### src/rtl/reg_readout_if.sv
// Parallel-capture / serial-readout bus between a requester and reg_readout.
// The master drives req, D and sready; the slave returns the serial stream and status.
interface reg_readout_if #(
  parameter int unsigned WIDTH = 32
);
  logic             req;
  logic [WIDTH-1:0] D;
  logic             sready;
  logic             sout;
  logic             svalid;
  logic             busy;
  logic             done;

  modport master (
    output req, D, sready,
    input  sout, svalid, busy, done
  );

  modport slave (
    input  req, D, sready,
    output sout, svalid, busy, done
  );
endinterface

### src/rtl/reg_readout.sv
// Captures a parallel word on request and streams it MSB first over a valid/ready
// serial link, followed by an even-parity bit and a one-cycle done pulse.
module reg_readout #(
  parameter int unsigned WIDTH = 32
) (
  input logic         clk,
  input logic         reset,
  reg_readout_if.slave bus
);

  localparam int unsigned CntW = $clog2(WIDTH + 1);

  typedef enum logic [1:0] {StIdle, StShift, StParity, StDone} state_e;

  state_e             state_q, state_d;
  logic [WIDTH-1:0]   shreg_q, shreg_d;
  logic [CntW-1:0]    cnt_q, cnt_d;
  logic               parity_q, parity_d;

  always_ff @(posedge clk) begin
    if (reset) begin
      state_q  <= StIdle;
      shreg_q  <= '0;
      cnt_q    <= '0;
      parity_q <= 1'b0;
    end else begin
      state_q  <= state_d;
      shreg_q  <= shreg_d;
      cnt_q    <= cnt_d;
      parity_q <= parity_d;
    end
  end

  always_comb begin
    state_d  = state_q;
    shreg_d  = shreg_q;
    cnt_d    = cnt_q;
    parity_d = parity_q;
    unique case (state_q)
      StIdle: begin
        if (bus.req) begin
          shreg_d  = bus.D;
          cnt_d    = CntW'(WIDTH);
          parity_d = ^bus.D;
          state_d  = StShift;
        end
      end
      StShift: begin
        // svalid is always high here, so sready alone qualifies the transfer.
        if (bus.sready) begin
          shreg_d = shreg_q << 1;
          cnt_d   = cnt_q - CntW'(1);
          if (cnt_q == CntW'(1)) state_d = StParity;
        end
      end
      StParity: begin
        if (bus.sready) state_d = StDone;
      end
      StDone: begin
        state_d = StIdle;
      end
      default: begin
        state_d = StIdle;
      end
    endcase
  end

  always_comb begin
    bus.sout   = 1'b0;
    bus.svalid = 1'b0;
    bus.done   = 1'b0;
    bus.busy   = (state_q != StIdle);
    unique case (state_q)
      StShift: begin
        bus.svalid = 1'b1;
        bus.sout   = shreg_q[WIDTH-1];
      end
      StParity: begin
        bus.svalid = 1'b1;
        bus.sout   = parity_q;
      end
      StDone: begin
        bus.done = 1'b1;
      end
      default: ;
    endcase
  end

endmodule

### src/flat_wrapper.sv
// flat-port wrapper written by rule: the top's interface ports become plain ports
module reg_readout_flat 
#(
  parameter int unsigned WIDTH = 32
)
  (clk, reset, bus_req, bus_D, bus_sready, bus_sout, bus_svalid, bus_busy, bus_done);
  reg_readout_if #(.WIDTH(WIDTH)) bus_i ();
  input logic clk;
  input logic reset;
  input wire logic [$bits(bus_i.req)-1:0] bus_req;
  input wire logic [$bits(bus_i.D)-1:0] bus_D;
  input wire logic [$bits(bus_i.sready)-1:0] bus_sready;
  output wire logic [$bits(bus_i.sout)-1:0] bus_sout;
  output wire logic [$bits(bus_i.svalid)-1:0] bus_svalid;
  output wire logic [$bits(bus_i.busy)-1:0] bus_busy;
  output wire logic [$bits(bus_i.done)-1:0] bus_done;
  assign bus_i.req = bus_req;
  assign bus_i.D = bus_D;
  assign bus_i.sready = bus_sready;
  assign bus_sout = bus_i.sout;
  assign bus_svalid = bus_i.svalid;
  assign bus_busy = bus_i.busy;
  assign bus_done = bus_i.done;
  reg_readout #(.WIDTH(WIDTH)) u_core (.clk(clk), .reset(reset), .bus(bus_i));
endmodule
### config.mk
export PLATFORM = sky130hd
export DESIGN_NAME = reg_readout_flat
export DESIGN_NICKNAME = d
export VERILOG_FILES = /design/src/rtl/reg_readout_if.sv /design/src/rtl/reg_readout.sv /design/src/flat_wrapper.sv
export SDC_FILE = /design/constraint.sdc
export NUM_CORES = 1
export LEC_CHECK = 0
export ABC_AREA = 1
export CORE_MARGIN = 10
export CORE_UTILIZATION = 40
export CTS_BUF_LIST = sky130_fd_sc_hd__clkbuf_16
export DETAILED_ROUTE_END_ITERATION = 7
export MAX_ROUTING_LAYER = met4
export PLACE_DENSITY = 0.71
export SLEW_MARGIN = 25
export SYNTH_ARGS = -nofsm -noshare
export SYNTH_HDL_FRONTEND = slang
export SYNTH_SLANG_ARGS = --single-unit
### constraint.sdc
create_clock -name clk -period 3.2 [get_ports clk]
set_clock_uncertainty 0.05 [all_clocks]
set_input_delay 0.48 -clock clk [delete_from_list [all_inputs] [get_ports clk]]
set_output_delay 0.48 -clock clk [all_outputs]
set_load 0.005 [all_outputs]
[Yosys cells after proc, flatten, opt, wreduce, memory -nomap -nowiden]
Cells that the tools add are included.
Operators by class
  add/subtract/negate cells: 1
  eq/ne operators: 8
  mux-type cells: 14
  reductions and logical operators: 8
Operators by type and width (number)
  two-way mux 32 bit: 2
  one-hot mux 32 bit (2 select lines): 1
  parity 32 bit: 1
  two-way mux 6 bit: 2
  one-hot mux 6 bit (2 select lines): 1
  two-way mux 2 bit: 4
  one-hot mux 2 bit (4 select lines): 1
  equality test 6 x 1 -> 1 bit, second input constant: 1
  != test 2 bit, second input constant: 3
  subtractor 6 x 1 -> 6 bit, second input constant: 1
  equality test 2 bit, second input constant: 2
  AND reduction 4 bit: 1
  nonzero test 2 bit: 2
  AND reduction 3 bit: 1
  equality test 2 x 1 -> 1 bit, second input constant: 1
  zero test 2 bit: 1
  two-way mux 1 bit: 2
  != test 2 x 1 -> 1 bit, second input constant: 1
  one-hot mux 1 bit (2 select lines): 1
  AND reduction 2 bit: 1
  OR reduction 2 bit: 1
Storage, ports and cells
  register bits after elaboration: 41
  input port bits: 36
  output and inout port bits: 4
  word-level logic and storage cells: 35

[Logic depth before layout (Yosys ltp)]
Gate-level depths: netlist of the first run.
  depth in word-level cells: 4
  depth in mapped cells: 15
  mapped depth without buffers: 15

[Worst setup path before layout of the first run]
OpenSTA, ideal clock, no wires.
  path kind: reg2reg
  start point: register u_core.state_q[0]
  end point: register u_core.shreg_q[16]
  library setup time: 125 ps
  arrival: 1404 ps
  data required time: 3025 ps
  slack: 1621 ps
  stages on the path, launching flop included: 11
  path buffers: 1
  period minus slack after synthesis: 1579 ps
  cells stage by stage: dfxtp_1 -> inv_1 -> ha_1 -> inv_1 -> o22ai_2 -> inv_2 -> o21ai_4 -> inv_4 -> buf_6 -> o21ai_1 -> a31oi_1
Between the ends
  longest elaborated chain between the ends: 3
  elaborated cells between the ends (all ways): 7
  classes of those cells: 3 x eq/ne; 1 x mux; 3 x reduce/logical
RTL lines
  start: declaration: line reg_readout.sv:15  | state_e state_q, state_d;
  start signal: assignment: line reg_readout.sv:22  | state_q <= StIdle;
  start signal: assignment: line reg_readout.sv:27  | state_q <= state_d;
  equality test 2 x 1 -> 1 bit / zero test 2 bit (equally long branches): line reg_readout.sv:39  | unique case (state_q)
  != test 2 bit (no line) / nonzero test 2 bit (equally long branches)
  AND reduction 3 bit (no line)
  end signal: assignment: line reg_readout.sv:28  | shreg_q <= shreg_d;
  end: declaration: line reg_readout.sv:16  | logic [WIDTH-1:0] shreg_q, shreg_d;
Several ways; a longest one is shown, not always the timed one.
A chain may end at the register's enable or synchronous reset.

[Worst setup path after layout of the first run]
  start point: register u_core.state_q[1]
  end point: output bus_sout
Between the ends
  longest elaborated chain between the ends: 2
  elaborated cells between the ends (all ways): 3
  classes of those cells: 2 x eq/ne; 1 x mux
RTL lines
  equality test 2 bit / equality test 2 x 1 -> 1 bit (equally long branches): line reg_readout.sv:73  | unique case (state_q)
  one-hot mux 1 bit (2 select lines) *: line reg_readout.sv:73
  end: declaration: line flat_wrapper.sv:13  | output wire logic [$bits(bus_i.sout)-1:0] bus_sout;
Every way passes the cells marked *; elsewhere a longest branch is shown, timed or not.

==> impl_metrics.json, run 1 <==
{
  "vdd_drop_max_mv": 0.542,
  "cp_top_family": "buffers and inverters",
  "ys_seq_area_frac": 0.313,
  "status": "completed",
  "grt_pass1_wl_um": 10900,
  "synth_top_family_by_area": "simple AND/OR/NAND/NOR gates",
  "p_clk_frac": 0.237,
  "dieWidth_um": 101,
  "cts_tree": "built",
  "die_height_um": 101,
  "r2r_slack_ps": 690,
  "grt_overflow": 0,
  "synth-simple-area-share": 0.332,
  "clk_pin_slew_ps": 60,
  "synth_area_sq_um": 2630,
  "start_util": 0.414,
  "ys_seq_elements": 41,
  "ys_types": 25,
  "layout_common_cells": "nand2_1 (194), inv_1 (48), dfxtp_1 (41), clkdlybuf4s50_1 (39), a31oi_1 (32)",
  "synth.net_count": 471,
  "final_max_slew_viol_count": 0,
  "r2r_cells": 10,
  "drt-initial-drc-count": 154,
  "gp_congestion": 0.836,
  "clkSinkCount": 41,
  "synthAdderAreaFrac": 0.0333,
  "critPathArrivalTime_ps": 2150,
  "p_leak_nw": 1.56,
  "p_per_area_nw_per_um2": 742,
  "drc": 0,
  "die_area_sq_um": 10200,
  "cts_buffers": 5,
  "timing.final.crit_share": 0.838,
  "coreArea_sq_um": 6350,
  "synthMuxAreaShare": 0,
  "cts_resized": 0,
  "worstSkewPairLatency_ps": 280,
  "setup_tns_ps": 0,
  "ctsHoldBuffers": 0,
  "port_buffers": 39,
  "grt_antenna_before_repair": 0,
  "num-nets-final": 503,
  "h-tree-depth": 2,
  "ios": 40,
  "cts-root-buf": "clkbuf_16",
  "syn_to_final_growth_pct": 21.5,
  "finalSetupViolCount": 0,
  "hold_depth": 2,
  "post_cts_buffers": 0,
  "crit_chain": "inv_1 > ha_1 > buf_4 > nand2_1 > a21boi_0 > clkdlybuf4s50_1",
  "worst_setup_path_end_kind": "output port",
  "wirelength_um": 6190,
  "rsz0062_at_grt": "no",
  "antennaDiodeCount": 0,
  "fmax_mhz": 373,
  "pwr-share-seq": 0.332,
  "detail_route.wl_per_cell_um": 11.5,
  "switching_share": 0.397,
  "cp_num_cells": 6,
  "nFillCells": 631,
  "drive_above_1_share": 0.0325,
  "cp_max_fo": 36,
  "drv_cap": 0,
  "multiInputGateArea_sq_um": 1510,
  "cts.path.max_buffers": 2,
  "fp-row-count": 29,
  "worst_path_max_delay_cell": "clkdlybuf4s50_1",
  "grt_pass1_vias": 2589,
  "drt_first_pass_iters": 4,
  "startpoint_type": "register",
  "vias": 2646,
  "layout.area.seq_sq_um": 821,
  "post-dp-hpwl_um": 4470,
  "grt_usage": 0.130,
  "utilization": 0.502,
  "grt_max_degree": 64,
  "switchingPower_mw": 0.940,
  "post-route-min-period_ps": 2680,
  "worst_slew_pin_slew_ps": 548,
  "avgSynthCellArea_sq_um": 6.14,
  "hold_viol_final": 0,
  "intPower_mw": 1.43,
  "synth_compound_area_frac": 0.171,
  "min_path_type": "register to register",
  "power_frac_comb": 0.431,
  "crit_buf_inv": 3,
  "critPathRequiredTime_ps": 2670,
  "postRouteAntennaNets": 0,
  "relSlewSlack": 0.635,
  "layout_commonest_cell": "nand2_1",
  "ys_warn_count": 0,
  "slowest_delay_ps": 550,
  "syn_inst": 428,
  "synth-xor-area-share": 0.0400,
  "critical_path_class": "register to output port",
  "viasPerCell": 4.92
}
==> area by class of cell <==
type / instances / share of cell area
timing repair buffer: 41 / 0.127
tap: 77 / 0.0302
clock buffer: 5 / 0.0392
clock inverter: 3 / 0.0118
multi-input combinational: 321 / 0.474
inverter: 50 / 0.0604
sequential: 41 / 0.257
==> tightest hold or removal path: stages (launching register included) <==
cell,delay [ps]
dfxtp_1,310
nand2_1,50
a31oi_1,70
==> logic make-up after synthesis <==
group | after synthesis
adder cells (fa/ha/maj) | 7
AND/OR/NAND/NOR | 226
buffers and inverters | 66
AO/OA/AOI/OAI | 76
flip-flops | 41
XOR/XNOR | 12
==> cells in the mapped netlist <==
master    instances  area share
ha_1              7       0.033
o31a_1            1      0.0033
o22ai_2           1      0.0048
a31oi_1          32       0.076
xor2_1            6       0.020
a21oi_1           5      0.0095
nand2_1         194        0.28
nand3_1           8       0.015
clkbuf_1          9       0.013
inv_2             1      0.0014
buf_6             5       0.021
a21boi_0          1      0.0029
xnor2_1           6       0.020
buf_2             2      0.0038
o21ai_1          28       0.053
nor3b_2           1      0.0048
o21ai_4           1      0.0062
o21ai_0           6       0.011
dfxtp_1          41        0.31
o211ai_1          1      0.0029
inv_4             2      0.0048
nor2_2            1      0.0024
nor2_1           21       0.030
inv_1            47       0.067
nand4_1           1      0.0024
==> metal layers <==
metal | wire (um) | GRT usage | share of wire | vias to the layer above
met5 | 0 | - | 0 | -
met4 | 85 | 0.0472 | 0.014 | 0
li1 | - | - | - | 1421
met3 | 280 | 0.0274 | 0.045 | 6
met2 | 2860 | 0.217 | 0.46 | 49
met1 | 2960 | 0.151 | 0.48 | 1170
==> sequential cells by signal, indices dropped and copies added, names as in the netlist <==
register,count
u_core.state_q,2
u_core.cnt_q,6
u_core.parity_q,1
u_core.shreg_q,32
==> power groups by stage <==
stage / logic, mW / clock network, mW / registers [mW]
final: 1.02 / 0.562 / 0.786
after global routing: 1.18 / 0.589 / 0.808
after CTS: 1.02 / 0.568 / 0.784
after detailed placement: 1.02 / 0 / 0.793
after global placement: 0.985 / 0 / 0.789
after floorplan: 0.863 / 0 / 0.769
==> worst paths after layout <==
path,start,endpoint
setup / recovery,u_core.state_q[1],bus_sout
hold / removal,u_core.shreg_q[21],u_core.shreg_q[22]
setup reg to reg,u_core.state_q[1],u_core.shreg_q[7]
hold reg to reg,u_core.shreg_q[21],u_core.shreg_q[22]
==> per-stage QoR <==
| step | hold slack, ps | setup WS (ps) | instance area (sq um) | total power, mW | std cells |
|---|---|---|---|---|---|
| finish | 421 | 518 | 3190 | 2.37 | 538 |
| global route | 441 | 329 | 3190 | 2.58 | 538 |
| CTS | 416 | 511 | 3190 | 2.38 | 538 |
| detailed placement | 408 | 719 | 3030 | 1.81 | 530 |
| global placement | 408 | 855 | 3030 | 1.77 | 530 |
| floorplan | 384 | 1620 | 2630 | 1.63 | 428 |
(Power assumes the default switching activity.)
==> run 2: changes to the inputs <==
Clock period 3.2 ns to 2.48 ns, I/O delays scaled along.
==> run 2 against run 1 <==
Compared with the run above: final cell count rose by 0.93%; utilization up 1.2 points; critical path type unchanged; critical endpoint unchanged; count of clock-buffer cells in the layout is the same; largest power group unchanged; die area did not move.
==> impl_metrics.json, run 2 (synthesis gave the netlist of run 1 again) <==
{
  "die_area_sq_um": 10200,
  "h-tree-depth": 2,
  "clk_pin_slew_ps": 60,
  "fmax_mhz": 439,
  "ctsHoldBuffers": 0,
  "r2r_slack_ps": 540,
  "drt_first_pass_iters": 4,
  "die_height_um": 101,
  "worstSkewPairLatency_ps": 290,
  "critPathArrivalTime_ps": 1850,
  "nFillCells": 629,
  "top_layer": "met4",
  "startpoint_type": "register",
  "num-nets-final": 508,
  "grt_max_degree": 35,
  "ios": 40,
  "grt_pass1_vias": 2585,
  "drv_cap": 0,
  "relSlewSlack": 0.744,
  "min_path_type": "register to register",
  "start_util": 0.414,
  "antennaDiodeCount": 0,
  "met1_length_um": 2920,
  "grt_pass1_wl_um": 11000,
  "total_power_mw": 3.28,
  "vdd_drop_max_mv": 0.810,
  "worst_path_max_delay_cell": "clkdlybuf4s50_1",
  "port_buffers": 39,
  "post-dp-hpwl_um": 4720,
  "layout_common_cells": "nand2_1 (194), inv_1 (47), dfxtp_1 (41), clkdlybuf4s50_1 (39), a31oi_1 (32)",
  "post-route-min-period_ps": 2280,
  "critPathRequiredTime_ps": 2060,
  "critical_path_class": "register to output port",
  "coreArea_sq_um": 6350,
  "timing.final.crit_share": 0.918,
  "vias": 2663,
  "crit_chain": "inv_1 > ha_1 > nand2_1 > a21boi_0 > clkdlybuf4s50_1",
  "fp-row-count": 29,
  "status": "completed",
  "final_max_slew_viol_count": 0,
  "holdPathEnd": "u_core.shreg_q[0]",
  "post_cts_buffers": 0,
  "clkSinkCount": 41,
  "grt_overflow": 0,
  "cts.path.max_buffers": 2,
  "syn_to_final_growth_pct": 24.4,
  "r2r-start": "u_core.state_q[1]",
  "setup_tns_ps": 0,
  "worstHoldStart": "u_core.shreg_q[0]",
  "gp_congestion": 0.821,
  "p_per_area_nw_per_um2": 1000,
  "worst_slew_pin_slew_ps": 382,
  "finalSetupViolCount": 0,
  "wl_met3_um": 302,
  "multiInputGateArea_sq_um": 1510,
  "cts_tree": "built",
  "layout.area.seq_sq_um": 821,
  "timing.rr.end": "u_core.shreg_q[31]",
  "cts_buffers": 5,
  "routed-wl-met2_um": 3040,
  "cts_resized": 0,
  "cts-root-buf": "clkbuf_16",
  "slowest_delay_ps": 540,
  "largest_reg_flops": 32,
  "p_leak_nw": 1.60,
  "cp_max_fo": 5,
  "hold_depth": 2,
  "worst_setup_path_end_kind": "output port",
  "grt_antenna_before_repair": 0,
  "postRouteAntennaNets": 0,
  "instances_no_fill": 543,
  "dieWidth_um": 101,
  "layout_commonest_cell": "nand2_1",
  "hold_viol_final": 0,
  "drc": 0,
  "dp.cells": 535,
  "r2r_cells": 8,
  "drive_above_1_share": 0.0472,
  "detail_route.wl_per_cell_um": 11.7,
  "wirelength_um": 6350,
  "drt-initial-drc-count": 104,
  "max_flop_register": "u_core.shreg_q",
  "rsz0062_at_grt": "no",
  "viasPerCell": 4.90,
  "reg_top3": "u_core.shreg_q: 32 flops, u_core.cnt_q: 6 flops, u_core.state_q: 2 flops",
  "grt_usage": 0.131
}
==> run 2: cell types whose count changed in the layout (fill, tap and decap cells not counted) <==
cell and delta:
clkinv_2 +1, buf_12 +1, bufinv_16 +1, buf_4 +4, clkinv_1 -1, inv_1 -1
==> run 2: worst max path at each step <==
stage | start | endpoint | slack (ps) | cells after the start
6_report | u_core.state_q[1] | bus_sout | 200 | 5
5_1_grt | u_core.state_q[1] | bus_sout | 120 | 5
4_1_cts | u_core.state_q[1] | bus_sout | 200 | 5
3_5_place_dp | u_core.state_q[1] | bus_sout | 510 | 5
3_3_place_gp | bus_D[19] | u_core.parity_q | 550 | 14
2_1_floorplan | u_core.state_q[0] | u_core.shreg_q[16] | 900 | 10
==> run 2: worst max-delay path: cells and delay by family (launching register included) <==
family | cells | cell delay [ps]
buf+inv | 2 | 660
compound gates | 1 | 190
flops | 1 | 320
fa+ha+maj | 1 | 310
simple gates | 1 | 80
==> run 2: where the power goes <==
part	internal, mW	leakage, nW	switching (mW)
Sequential	0.896	0.340	0.119
Combinational	0.555	1.17	0.874
Clock	0.575	0.0938	0.265
==> run 2: layout make-up <==
cell class | instances | share of cell area
clock buffers | 5 | 0.0383
clock inverters | 3 | 0.0199
inverters | 50 | 0.0590
multi-input cells | 321 | 0.463
flip-flops and latches | 41 | 0.251
well taps | 77 | 0.0295
repair buffers | 46 | 0.139
==> run 2: metal layers <==
layer	up-vias	global-route usage
li1	1436	-
met1	1164	0.159
met2	56	0.216
met3	7	0.0219
met4	0	0.0418
met5	-	-
==> run 2: metrics by stage <==
stage | utilization | hold slack (ps) | area (sq um) | setup slack [ps]
3_3_place_gp | 0.485 | 406 | 3080 | 553
3_5_place_dp | 0.485 | 407 | 3080 | 513
6_report | 0.515 | 415 | 3270 | 204
5_1_grt | 0.515 | 443 | 3270 | 118
4_1_cts | 0.515 | 415 | 3270 | 203
2_1_floorplan | - | 384 | 2630 | 901
==> variant 1, RTL diff (config.mk and constraints of run 2) <==
Re-encode `state_e` (4 states) as one-hot, 4 bits wide.
--- a/src/rtl/reg_readout.sv
+++ b/src/rtl/reg_readout.sv
@@ -10,7 +10,7 @@
 
   localparam int unsigned CntW = $clog2(WIDTH + 1);
 
-  typedef enum logic [1:0] {StIdle, StShift, StParity, StDone} state_e;
+  typedef enum logic [3:0] {StIdle = 4'b0001, StShift = 4'b0010, StParity = 4'b0100, StDone = 4'b1000} state_e;
 
   state_e             state_q, state_d;
   logic [WIDTH-1:0]   shreg_q, shreg_d;
Behaviour: same outputs for any inputs over 10 cycles, from zero or initial values and one cycle with reset high; not proved beyond that.
==> variant 1 against run 2 <==
  * Synthesized area is 0.91% lower
  * Wire length down 7.1%
  * Design area decreased by 2.3%
  * Global-route usage decreased by 1.2 points
  * Non-clock buffer count is 2 lower
  * Worst setup slack gained 0.21 ns
  * Sequential cell count rose by 2
  * Highest routed layer unchanged
Power is not compared: it rests on default switching activity, and its combinational part moved more than twofold at a synthesized area within 25%.
==> variant 1: results <==
INSERT INTO impl_metrics (metric_group, metric, value, unit) VALUES
('routing', '1st_iter_drt_viols', '111', ''),
('placed_design', 'pre_cts_slack', '0.532', 'ns'),
('routing', 'drt-vias-per-instance', '4.92', ''),
('pwr', 'p_total', '1980', 'µW'),
('outcome', 'run_status', 'completed', ''),
('worst_setup_path', 'rr_worst_depth', '11', ''),
('hold_path', 'holdCritStartpoint', 'u_core.cnt_q[3]', ''),
('placed_design', 'dpl_cell_area', '3050', 'µm²'),
('synthesis', 'yosysSeqAreaShare', '33.1', '%'),
('worst_setup_path', 'reg2reg_to', 'u_core.cnt_q[4]', ''),
('synthesis', 'synth_nets', '453', ''),
('global_route', 'grt_use_total', '11.9', '%'),
('placed_design', 'place_inst', '518', ''),
('global_route', 'met1_usage', '14.5', '%'),
('finish', 'largest_regs', 'u_core.shreg_q (32), u_core.cnt_q (6), u_core.state_q (4)', ''),
('global_route', 'largest_net_degree_at_the_start_of_global_routing', '55', ''),
('routing', 'routedLengthMet1', '2.89', 'mm'),
('global_route', 'met3_usage', '2.40', '%'),
('synthesis', 'netlist_top_cells_count', 'sky130_fd_sc_hd__nand2_1 (184), sky130_fd_sc_hd__dfxtp_1 (43), sky130_fd_sc_hd__inv_1 (36)', ''),
('routing', 'met3WireLength', '285', 'µm');
==> variant 1: cell types whose count changed after synthesis, sizes merged, moves of 2 or more <==
cell	before	now
xor2	6	11
nor4	0	2
a21oi	5	7
nand2	194	185
clkbuf	9	11
ha	7	2
nor3	0	2
xnor2	6	12
nor2	22	13
dfxtp	41	43
nand4	1	3
inv	50	40
nand3	8	6
==> variant 1: worst min-delay path, cell delays in order (launching register included) <==
cell and delay, ns:
sky130_fd_sc_hd__dfxtp_1 0.31, sky130_fd_sc_hd__nand2_1 0.06, sky130_fd_sc_hd__a21oi_1 0.05
==> variant 1: layout make-up <==
cell class / count / area [µm²]
timing repair buffer: 44 / 440
tap: 77 / 96.3
clock inverter: 2 / 13.8
clock buffer: 5 / 125
fill: 662 / 3160
multi-input combinational: 314 / 1510
sequential: 43 / 861
inverter: 40 / 150
==> variant 2, RTL diff (settings of run 2) <==
Without the edit above. `WIDTH` is set to 32 in 3 places; all go to 64.
--- a/src/rtl/reg_readout_if.sv
+++ b/src/rtl/reg_readout_if.sv
@@ -1,7 +1,7 @@
 // Parallel-capture / serial-readout bus between a requester and reg_readout.
 // The master drives req, D and sready; the slave returns the serial stream and status.
 interface reg_readout_if #(
-  parameter int unsigned WIDTH = 32
+  parameter int unsigned WIDTH = 64
 );
   logic             req;
   logic [WIDTH-1:0] D;
--- a/src/rtl/reg_readout.sv
+++ b/src/rtl/reg_readout.sv
@@ -1,7 +1,7 @@
 // Captures a parallel word on request and streams it MSB first over a valid/ready
 // serial link, followed by an even-parity bit and a one-cycle done pulse.
 module reg_readout #(
-  parameter int unsigned WIDTH = 32
+  parameter int unsigned WIDTH = 64
 ) (
   input logic         clk,
   input logic         reset,
--- a/src/flat_wrapper.sv
+++ b/src/flat_wrapper.sv
@@ -1,7 +1,7 @@
 // flat-port wrapper written by rule: the top's interface ports become plain ports
 module reg_readout_flat 
 #(
-  parameter int unsigned WIDTH = 32
+  parameter int unsigned WIDTH = 64
 )
   (clk, reset, bus_req, bus_D, bus_sready, bus_sout, bus_svalid, bus_busy, bus_done);
   reg_readout_if #(.WIDTH(WIDTH)) bus_i ();
Ports: changed (resized bus_D); port bits go from 40 to 72. The function was not compared with the original's and may differ.
==> variant 2 against run 2 <==
  * Power up 83%
  * Clock power increased by 48%
  * Maximum frequency is 0.26% lower
  * Sequential power up 100%
  * Sequential cell count grew 33
  * Wire length grew 74%
  * Synthesized area up 75%
  * Worst hold slack worse by 0.0089 ns
  * Critical path depth fell by 1
  * Design area rose by 75%
  * Critical endpoint unchanged
  * Worst setup slack worse by 0.0059 ns
  * Via count grew 73%
  * Synthesized cell count grew 79%
==> variant 2: results <==
INSERT INTO impl_metrics (metric_group, metric, value, unit) VALUES
('finish', 'final_layout_size_suffix_gt1_share', '3.28', '%'),
('worst_setup_path', 'rr_worst_depth', '7', ''),
('worst_setup_path', 'worstPathMaxFanout', '3', ''),
('synthesis', 'complex_gate_fraction_of_the_synthesized_area', '17.2', '%'),
('outcome', 'run_status', 'completed', ''),
('global_route', 'first_global_vias', '4426', ''),
('global_route', 'grt_first_pass_wirelength', '19.7', 'mm'),
('synthesis', 'postSynthCellCount', '764', ''),
('sta', 'timing_worst_slew_pin_value', '0.674', 'ns'),
('pwr', 'peak_supply_drop', '1.69', 'mV'),
('placed_design', 'place_inst', '952', ''),
('synthesis', 'netlist_top_cells_count', 'sky130_fd_sc_hd__nand2_1 (369), sky130_fd_sc_hd__dfxtp_1 (74), sky130_fd_sc_hd__inv_1 (66)', ''),
('synthesis', 'yosys.area_share.adder', '1.63', '%'),
('global_route', 'largest_net_degree_at_the_start_of_global_routing', '66', ''),
('finish', 'final_nets', '894', ''),
('clock_network', 'htree_num_levels', '3', ''),
('routing', 'drt-vias-per-instance', '4.77', ''),
('placed_design', 'pre_cts_slack', '0.322', 'ns'),
('synthesis', 'synth_nets', '838', ''),
('synthesis', 'yosysUniqueCellTypes', '27', '');
==> variant 2: cell types whose count changed in the layout (fill, tap and decap cells not counted), moves of 3 or more <==
cell	before	now
sky130_fd_sc_hd__o21ai_0	6	55
sky130_fd_sc_hd__clkinv_1	0	3
sky130_fd_sc_hd__clkdlybuf4s50_1	39	71
sky130_fd_sc_hd__inv_1	47	67
sky130_fd_sc_hd__xor2_1	6	14
sky130_fd_sc_hd__o21ai_1	28	11
sky130_fd_sc_hd__a31oi_1	32	63
sky130_fd_sc_hd__dfxtp_1	41	74
sky130_fd_sc_hd__xnor2_1	6	15
sky130_fd_sc_hd__nand2_1	194	369
sky130_fd_sc_hd__nor2_1	21	31
sky130_fd_sc_hd__clkbuf_16	5	9
==> variant 2: stage by stage <==
step                      instance area [µm²]  utilization, %
final                                    5700            50.4
after global routing                     5700            50.4
after global placement                   5430            47.9
after CTS                                5700            50.4
after detailed placement                 5430            47.9
after floorplan                          4600               -
==> variant 2: final cells by class <==
cell class / instances / area, µm² / area share, %
diodes: 1 / 2.50 / 0.0439
clock buffers: 9 / 225 / 3.95
clock inverters: 6 / 50.0 / 0.877
inverters: 68 / 255 / 4.47
multi-input cells: 587 / 2710 / 47.5
flip-flops and latches: 74 / 1480 / 26.0
well taps: 143 / 179 / 3.14
repair buffers: 80 / 803 / 14.1
==> variant 2: layer usage <==
layer | up-vias | wire (µm) | GRT usage (%) | part of all wire, %
met5 | - | 0 | - | 0
met4 | 0 | 118 | 4.02 | 1.1
met3 | 7 | 495 | 3.72 | 4.5
met2 | 68 | 4890 | 23.0 | 44
met1 | 1999 | 5550 | 18.0 | 50
li1 | 2543 | - | - | -
==> variant 2: where the power goes <==
part	switching (µW)	internal [µW]
Combinational	1720	1020
Sequential	283	1750
Clock	481	758
